<file path="src/rtl/uart_pkg.sv">
`default_nettype none
// ============================================================================
//  Module   : uart_pkg
//  Brief    : Shared UART types and constants (receiver, transmitter, tick gen)
//  Revision : 1.0 - initial release
// ============================================================================
package uart_pkg;

  // Default number of baud ticks per bit period
  localparam int unsigned UART_OVERSAMPLE = 16;

  // Receiver FSM states; unused encodings recover to IDLE
  typedef enum logic [2:0] {
    IDLE      = 3'd0,
    START     = 3'd1,
    DATA      = 3'd2,
    STOP      = 3'd3,
    WAIT_HIGH = 3'd4
  } uart_state_e;

endpackage : uart_pkg
`default_nettype wire

</file>
<file path="src/rtl/uart_rx_sync.sv">
`default_nettype none
// ============================================================================
//  Module   : uart_rx_sync
//  Brief    : Flop-chain synchroniser for the asynchronous rx line; every
//             stage resets to 1 so a reset never looks like a start bit.
//  Revision : 1.0 - initial release
// ============================================================================
module uart_rx_sync #(
  parameter int unsigned SYNC_STAGES = 2
) (
  input  logic clk,
  input  logic rst,
  input  logic rx,
  output logic rx_s
);

  logic [SYNC_STAGES-1:0] sync_d;
  logic [SYNC_STAGES-1:0] sync_q;

  // Shift the raw line into the bottom of the chain
  always_comb begin
    sync_d = {sync_q[SYNC_STAGES-2:0], rx};
  end

  // Synchroniser register chain, idle-high reset
  always_ff @(posedge clk) begin
    if (!rst) begin
      sync_q <= '1;
    end else begin
      sync_q <= sync_d;
    end
  end

  assign rx_s = sync_q[SYNC_STAGES-1];

endmodule : uart_rx_sync
`default_nettype wire

</file>
<file path="src/rtl/uart_rx_os.sv">
`default_nettype none
// ============================================================================
//  Module   : uart_rx_os
//  Brief    : Oversampling 8N1 UART receiver. Validates the start bit at
//             mid-bit, samples data LSB-first at bit centres, checks the stop
//             bit and reports either rx_done or frame_err for one cycle.
//  Revision : 1.0 - initial release
// ============================================================================
module uart_rx_os
  import uart_pkg::*;
#(
  parameter int unsigned OVERSAMPLE  = UART_OVERSAMPLE,
  parameter int unsigned SYNC_STAGES = 2
) (
  input  logic       clk,
  input  logic       rst,
  input  logic       baud_tick,
  input  logic       rx,
  output logic [7:0] rx_data,
  output logic       rx_done,
  output logic       frame_err,
  output logic       rx_busy
);

  localparam int unsigned          c_tick_w    = $clog2(OVERSAMPLE);
  localparam logic [c_tick_w-1:0]  c_tick_mid  = c_tick_w'(OVERSAMPLE / 2 - 1);
  localparam logic [c_tick_w-1:0]  c_tick_last = c_tick_w'(OVERSAMPLE - 1);

  logic                rx_s;

  uart_state_e         state_d,     state_q;
  logic [c_tick_w-1:0] tick_cnt_d,  tick_cnt_q;
  logic [2:0]          bit_cnt_d,   bit_cnt_q;
  logic [7:0]          shift_d,     shift_q;
  logic [7:0]          rx_data_d,   rx_data_q;
  logic                rx_done_d,   rx_done_q;
  logic                frame_err_d, frame_err_q;
  logic                rx_busy_d,   rx_busy_q;

  uart_rx_sync #(
    .SYNC_STAGES (SYNC_STAGES)
  ) u_sync (
    .clk  (clk),
    .rst  (rst),
    .rx   (rx),
    .rx_s (rx_s)
  );

  // Next-state, counter, shifter and output-pulse logic
  always_comb begin
    state_d     = state_q;
    tick_cnt_d  = tick_cnt_q;
    bit_cnt_d   = bit_cnt_q;
    shift_d     = shift_q;
    rx_data_d   = rx_data_q;
    rx_done_d   = 1'b0;
    frame_err_d = 1'b0;

    case (state_q)
      IDLE: begin
        // A low line is enough to start; the start bit is confirmed mid-bit
        if (!rx_s) begin
          state_d    = START;
          tick_cnt_d = '0;
        end
      end

      START: begin
        if (baud_tick) begin
          if (tick_cnt_q == c_tick_mid) begin
            if (rx_s) begin
              state_d = IDLE;
            end else begin
              state_d    = DATA;
              tick_cnt_d = '0;
              bit_cnt_d  = 3'd0;
            end
          end else begin
            tick_cnt_d = tick_cnt_q + 1'b1;
          end
        end
      end

      DATA: begin
        if (baud_tick) begin
          if (tick_cnt_q == c_tick_last) begin
            // Right shift: first received bit ends up in bit 0
            shift_d    = {rx_s, shift_q[7:1]};
            tick_cnt_d = '0;
            bit_cnt_d  = bit_cnt_q + 3'd1;
            if (bit_cnt_q == 3'd7) begin
              state_d = STOP;
            end
          end else begin
            tick_cnt_d = tick_cnt_q + 1'b1;
          end
        end
      end

      STOP: begin
        if (baud_tick) begin
          if (tick_cnt_q == c_tick_last) begin
            tick_cnt_d = '0;
            if (rx_s) begin
              rx_data_d = shift_q;
              rx_done_d = 1'b1;
              state_d   = IDLE;
            end else begin
              frame_err_d = 1'b1;
              state_d     = WAIT_HIGH;
            end
          end else begin
            tick_cnt_d = tick_cnt_q + 1'b1;
          end
        end
      end

      WAIT_HIGH: begin
        // Hold off while the line is broken or stuck low
        if (rx_s) begin
          state_d = IDLE;
        end
      end

      default: begin
        state_d    = IDLE;
        tick_cnt_d = '0;
        bit_cnt_d  = 3'd0;
      end
    endcase

    // Busy reflects the state being entered so it drops with the pulse
    rx_busy_d = (state_d == START) || (state_d == DATA) || (state_d == STOP);
  end

  // State and datapath registers
  always_ff @(posedge clk) begin
    if (!rst) begin
      state_q     <= IDLE;
      tick_cnt_q  <= '0;
      bit_cnt_q   <= 3'd0;
      shift_q     <= 8'h00;
      rx_data_q   <= 8'h00;
      rx_done_q   <= 1'b0;
      frame_err_q <= 1'b0;
      rx_busy_q   <= 1'b0;
    end else begin
      state_q     <= state_d;
      tick_cnt_q  <= tick_cnt_d;
      bit_cnt_q   <= bit_cnt_d;
      shift_q     <= shift_d;
      rx_data_q   <= rx_data_d;
      rx_done_q   <= rx_done_d;
      frame_err_q <= frame_err_d;
      rx_busy_q   <= rx_busy_d;
    end
  end

  assign rx_data   = rx_data_q;
  assign rx_done   = rx_done_q;
  assign frame_err = frame_err_q;
  assign rx_busy   = rx_busy_q;

endmodule : uart_rx_os
`default_nettype wire

</file>
<file path="config.mk">
export PLATFORM = sky130hd
export DESIGN_NAME = uart_rx_os
export DESIGN_NICKNAME = d
export VERILOG_FILES = /design/src/rtl/uart_pkg.sv /design/src/rtl/uart_rx_sync.sv /design/src/rtl/uart_rx_os.sv
export SDC_FILE = /design/constraint.sdc
export NUM_CORES = 1
export LEC_CHECK = 0
export ABC_CLOCK_PERIOD_IN_PS = 3700
export BUFFER_PORTS_ARGS = -buffer_cell sky130_fd_sc_hd__clkbuf_2
export CAP_MARGIN = 40
export CORE_ASPECT_RATIO = 0.6
export CORE_MARGIN = 10
export CORE_UTILIZATION = 44
export DETAILED_ROUTE_END_ITERATION = 8
export GPL_TIMING_DRIVEN = 0
export PLACE_DENSITY = 0.72
export RECOVER_POWER = 50
export REMOVE_ABC_BUFFERS = 1
export SYNTH_ARGS = -nofsm -noshare
export SYNTH_HDL_FRONTEND = slang
export SYNTH_HIERARCHICAL = 1
export SYNTH_SLANG_ARGS = --single-unit
</file>
<file path="constraint.sdc">
create_clock -name clk -period 3.7 [get_ports clk]
set_clock_uncertainty 0.05 [all_clocks]
set_input_delay 0.925 -clock clk [delete_from_list [all_inputs] [get_ports clk]]
set_output_delay 0.925 -clock clk [all_outputs]
set_load 0.01 [all_outputs]
</file>
==> results.sh, run 1 <==
export IMPL_hpwlAfterDp_mm=1.926
export IMPL_routed_wirelength_mm=2.728
export IMPL_final_core_util=0.5131
export IMPL_synth_distinct_cells=39
export IMPL_synth_top_cell_by_area="dfxtp_1"
export IMPL_period_minus_slack_ps=2441
export IMPL_syn_avg_cell_area_um2=9.227
export IMPL_gr_total_overflow=0
export IMPL_routedLengthMet1_mm=1.197
export IMPL_synth_top_cell_area_share=0.4576
export IMPL_power_density_nw_per_um2=406.6
export IMPL_cts_tree="yes"
export IMPL_initial_core_util=0.4662
export IMPL_cp_arrival_ps=2610
export IMPL_critPathCaptureType="flop"
export IMPL_layout_drive_gt1_share=0.1063
export IMPL_relSlewSlack=0.3089
export IMPL_gp_congestion=0.8671
export IMPL_die_h_um=63.01
export IMPL_die_width_um=91.68
export IMPL_synth_area_um2=1356
export IMPL_ctsHoldBuffers=0
export IMPL_root_buffer="clkbuf_8"
export IMPL_drc_errors=0
export IMPL_maxCapViolations=0
export IMPL_yosysSeqAreaShare=0.4576
export IMPL_core_area_um2=2909
export IMPL_clock_sinks=31
export IMPL_drtIter0Drc=130
export IMPL_worstReg2RegStart="state_q[1]$_SDFF_PN0_"
export IMPL_rr_worst_depth=5
export IMPL_via_per_inst=5.421
export IMPL_path_class="primary input to flop"
export IMPL_min_path_type="flop to flop"
export IMPL_power_uw=606.9
export IMPL_post_cts_setup_buffers=0
export IMPL_clock_latency_ps=270
export IMPL_num_io_pins=15
export IMPL_hold_slack_ps=356.4
export IMPL_wl_met3_um=244
export IMPL_slew_violations=0
export IMPL_rrSetupSlack_ps=1480
export IMPL_path_max_fanout=25
export IMPL_num_rows=15
export IMPL_drtPass1Iterations=4
export IMPL_diodes=0
export IMPL_hold_depth=1
export IMPL_status="complete, no violations"
export IMPL_worst_pin_slew_ps=1037
export IMPL_ys_warn_count=6
export IMPL_final_setup_tns_ps=0
export IMPL_hold_end="u_sync/sync_q[1]$_SDFF_PN1_"
export IMPL_synth_edf_count=0
export IMPL_cts_inserted_buffers=5
export IMPL_yosysMostFrequentCell="dfxtp_1"
export IMPL_grt_use_total=0.09879
export IMPL_holdCritStartpoint="u_sync/sync_q[0]$_SDFF_PN1_"
export IMPL_fmax_mhz=409.7
export IMPL_cts_resized_gates=0
export IMPL_fin_crit_sh=0.6596
export IMPL_synthToLayoutAreaGrowth_pct=10.06
export IMPL_startpoint_type="primary input"
export IMPL_grt_first_pass_wirelength_mm=4.754
export IMPL_htreeDepth=2
export IMPL_dr_wl_met2_mm=1.241
export IMPL_p_leak_uw=0.0005126
export IMPL_port_buffers=14
export IMPL_grt_max_degree=26
export IMPL_synth_ff_type="dfxtp_1"
export IMPL_synthTopCellsByCount="dfxtp_1, nor2_1, o21ai_0"
export IMPL_clkTransAtPathRegs_ps=60
export IMPL_antenna_found_initial=0
export IMPL_final_net_count=166
export IMPL_required_ps=3870
export IMPL_synth_seq_cells=31
export IMPL_ir_drop_mv=0.1637
export IMPL_grt_pass1_vias=1001
export IMPL_clockBufferDepth=2
export IMPL_wl_per_cell_um=13.50
export IMPL_r2r_end="shift_q[5]$_SDFFE_PN0P_"
export IMPL_finalSetupViolations=0
export IMPL_synthCells=147
export IMPL_async_flop_share=0
export IMPL_vias=1095
export IMPL_drtAntennaViolNets=0
export IMPL_synthTopCellsByArea="dfxtp_1, mux2i_1, o21ai_0"
export IMPL_hold_viol=0
export IMPL_routed_top_layer="met4"
export IMPL_die_area_um2=5776
export IMPL_rsz0062_at_grt="false"
-- stage by stage --
stage          cell area, µm²  cells  worst slack (ps)
5_1_grt                  1493    202              1077
6_report                 1493    202              1259
3_3_place_gp             1419    193              1107
2_1_floorplan            1296    137              1515
4_1_cts                  1508    202              1420
3_5_place_dp             1426    194              1156
-- registers in the layout, indices dropped and copies added (netlist names) --
name           flops
bit_cnt_q          3
frame_err          1
rx_busy            1
rx_data            8
rx_done            1
shift_q            8
state_q            3
tick_cnt_q         4
u_sync/sync_q      2
-- worst max-delay path, cell delays in order --
cell and delay (ps):
clkbuf_1 750, inv_1 510, a211oi_2 290, or2_2 140
-- routing by layer --
layer	GRT usage	vias to the layer above
met5	0	-
met4	0.04864	0
met3	0.03957	7
met2	0.1528	39
met1	0.1156	497
li1	-	552
-- final cells by class --
cell class	instances	area, µm²
fill	286	1416
multi-input combinational	102	660.6
tap	42	52.55
clock buffer	7	76.32
inverter	4	15.01
sequential	31	620.6
timing repair buffer	15	62.56
clock inverter	1	5.005
-- worst max path at each step --
stage / start / to / slack (ps) / cells past startpoint
5_1_grt: rst / rx_busy$_SDFF_PN0_ / 1080 / 4
4_1_cts: baud_tick / shift_q[5]$_SDFFE_PN0P_ / 1420 / 6
3_3_place_gp: baud_tick / shift_q[1]$_SDFFE_PN0P_ / 1110 / 5
2_1_floorplan: baud_tick / shift_q[0]$_SDFFE_PN0P_ / 1510 / 4
3_5_place_dp: baud_tick / shift_q[7]$_SDFFE_PN0P_ / 1160 / 6
6_report: rst / rx_busy$_SDFF_PN0_ / 1260 / 4
-- cell usage in the layout, fill, tap and decap left out, types with 2 or more instances in the layout --
master,instances
clkbuf_1,14
nand2b_1,2
o21ai_0,14
ha_1,3
mux2i_1,8
nand4_1,2
nor3b_1,2
nor2_1,14
a31oi_1,2
clkbuf_8,5
nor2b_1,2
nor3_1,4
a32o_1,2
a21oi_1,4
clkbuf_2,2
inv_1,4
dfxtp_1,31
nand2_1,12
nand3_1,11
-- power by group --
part	internal, µW	switching [µW]	leakage, µW	total, µW
registers	337	3.70	0.000250	340
clock network	132	114	0.0000422	246
logic	6.42	14.5	0.000220	20.9
-- cells by family after synthesis --
| group | Yosys count | synth area share |
|---|---|---|
| buffers and inverters | 14 | 0.05535 |
| AO/OA/AOI/OAI | 31 | 0.1495 |
| flip-flops | 31 | 0.4576 |
| AND/OR/NAND/NOR | 58 | 0.2361 |
| adder cells (fa/ha/maj) | 3 | 0.02768 |
| XOR/XNOR | 1 | 0.006459 |
| multiplexers | 9 | 0.06734 |
(Power assumes the default switching activity.)
==> inputs of run 2 (changes only) <==
--- a/config.mk
+++ b/config.mk
@@ -5,7 +5,7 @@
 export SDC_FILE = /design/constraint.sdc
 export NUM_CORES = 1
 export LEC_CHECK = 0
-export ABC_CLOCK_PERIOD_IN_PS = 3700
+export ABC_CLOCK_PERIOD_IN_PS = 2450
 export BUFFER_PORTS_ARGS = -buffer_cell sky130_fd_sc_hd__clkbuf_2
 export CAP_MARGIN = 40
 export CORE_ASPECT_RATIO = 0.6
==> constraint.sdc (replaced) <==
create_clock -name clk -period 2.45 [get_ports clk]
set_clock_uncertainty 0.05 [all_clocks]
set_input_delay 0.6125 -clock clk [delete_from_list [all_inputs] [get_ports clk]]
set_output_delay 0.6125 -clock clk [all_outputs]
set_load 0.01 [all_outputs]
==> results.sh, run 2 (synthesis results as in run 1) <==
export IMPL_initial_core_util=0.4662
export IMPL_fmax_mhz=467.2
export IMPL_ctsHoldBuffers=0
export IMPL_die_width_um=91.68
export IMPL_worst_pin_slew_ps=1056
export IMPL_relSlewSlack=0.2958
export IMPL_final_common_cell="dfxtp_1"
export IMPL_drtAntennaViolNets=0
export IMPL_final_setup_tns_ps=0
export IMPL_routed_wirelength_mm=2.736
export IMPL_clockBufferDepth=2
export IMPL_clock_sinks=31
export IMPL_rr_worst_depth=5
export IMPL_clock_latency_ps=280
export IMPL_drtPass1Iterations=4
export IMPL_pre_cts_slack_ps=218.4
export IMPL_maxCapViolations=0
export IMPL_drtIter0Drc=107
export IMPL_antenna_found_initial=0
export IMPL_hpwlAfterDp_mm=1.926
export IMPL_hold_viol=0
export IMPL_die_area_um2=5776
export IMPL_p_leak_uw=0.0005151
export IMPL_diodes=0
export IMPL_drc_errors=0
export IMPL_worstReg2RegStart="state_q[1]$_SDFF_PN0_"
export IMPL_critPathCaptureType="flop"
export IMPL_startpoint_type="primary input"
export IMPL_layout_setup_ws_ps=309.4
export IMPL_grt_first_pass_wirelength_mm=4.754
export IMPL_status="complete, no violations"
export IMPL_cts_tree="yes"
export IMPL_slew_violations=0
export IMPL_worstSetupStartpoint="rst"
export IMPL_crit_slowest_cell="clkbuf_1"
export IMPL_port_buffers=14
export IMPL_path_max_fanout=25
export IMPL_fin_crit_sh=0.8737
export IMPL_post_route_cell_area_um2=1499
export IMPL_die_h_um=63.01
export IMPL_required_ps=2630
export IMPL_num_io_pins=15
export IMPL_root_buffer="clkbuf_8"
export IMPL_grt_use_total=0.09879
export IMPL_cts_inserted_buffers=5
export IMPL_grt_pass1_vias=1001
export IMPL_num_rows=15
export IMPL_vias=1085
export IMPL_cp_depth=4
export IMPL_min_path_type="flop to flop"
export IMPL_final_net_count=166
export IMPL_cp_arrival_ps=2320
export IMPL_cp_endpoint="rx_busy$_SDFF_PN0_"
export IMPL_path_class="primary input to flop"
export IMPL_mostFrequentLayoutCells="dfxtp_1, nor2_1, o21ai_0, clkbuf_1, nand2_1"
export IMPL_hold_slack_ps=356.4
export IMPL_grt_max_degree=26
export IMPL_crit_family="buffers and inverters"
export IMPL_finalSetupViolations=0
export IMPL_fillerInstances=285
export IMPL_gr_total_overflow=0
export IMPL_r2r_end="shift_q[5]$_SDFFE_PN0P_"
export IMPL_crit_chain="clkbuf_1 -> inv_1 -> a211oi_2 -> or2_2"
export IMPL_layout_drive_gt1_share=0.1063
export IMPL_period_minus_slack_ps=2141
export IMPL_max_stage_delay_ps=760
export IMPL_power_density_nw_per_um2=613.0
export IMPL_place_area_um2=1426
export IMPL_rsz0062_at_grt="false"
export IMPL_htreeDepth=2
export IMPL_clkTransAtPathRegs_ps=60
export IMPL_gp_congestion=0.8671
export IMPL_critPathBufInv=2
export IMPL_via_per_inst=5.371
export IMPL_cts_resized_gates=0
export IMPL_synthToLayoutAreaGrowth_pct=10.52
export IMPL_core_area_um2=2909
export IMPL_wl_per_cell_um=13.54
export IMPL_ir_drop_mv=0.2472
export IMPL_post_cts_setup_buffers=0
export IMPL_rrSetupSlack_ps=350
run 2: cell counts in the layout (fill, tap and decap cells not counted):
Identical to the previous run, type by type.
run 2: cell type report:
type	count	area [µm²]	share of cell area
inverters	4	15.01	0.01002
well taps	42	52.55	0.03506
clock buffers	7	76.32	0.05092
clock inverters	1	5.005	0.003339
multi-input cells	102	666.9	0.4449
repair buffers	15	62.56	0.04174
flip-flops and latches	31	620.6	0.4140
run 2: worst min path at each step:
stage	startpoint	endpoint	cells after the start
after floorplan	u_sync/sync_q[0]$_SDFF_PN1_	u_sync/sync_q[1]$_SDFF_PN1_	1
after global placement	u_sync/sync_q[0]$_SDFF_PN1_	u_sync/sync_q[1]$_SDFF_PN1_	1
after detailed placement	u_sync/sync_q[0]$_SDFF_PN1_	u_sync/sync_q[1]$_SDFF_PN1_	1
after CTS	u_sync/sync_q[0]$_SDFF_PN1_	u_sync/sync_q[1]$_SDFF_PN1_	1
after global routing	u_sync/sync_q[0]$_SDFF_PN1_	u_sync/sync_q[1]$_SDFF_PN1_	1
final	u_sync/sync_q[0]$_SDFF_PN1_	u_sync/sync_q[1]$_SDFF_PN1_	1
run 2: worst reg2reg max path: stages (launching register included):
cell and delay [ps]:
dfxtp_1 570, nor2b_1 410, nor3b_4 440, buf_4 230, mux2i_1 200, nor2_1 60
run 2: where the power goes:
part,internal [µW],switching (µW)
sequential,508,5.89
clock,199,174
combinational,9.70,22.0
total,717,202
run 2: per-stage QoR:
| stage | power, µW | util | std cells |
|---|---|---|---|
| after global placement | 555.5 | 0.4877 | 193 |
| after floorplan | 540.1 | - | 137 |
| final | 918.9 | 0.5153 | 202 |
| after detailed placement | 556.8 | 0.4903 | 194 |
| after CTS | 926.7 | 0.5183 | 202 |
| after global routing | 954.6 | 0.5153 | 202 |
run 2: routing by layer:
layer	GRT usage	wire (µm)
met4	0.04864	38
met2	0.1528	1260
met1	0.1156	1248
met3	0.03957	189
met5	0	0
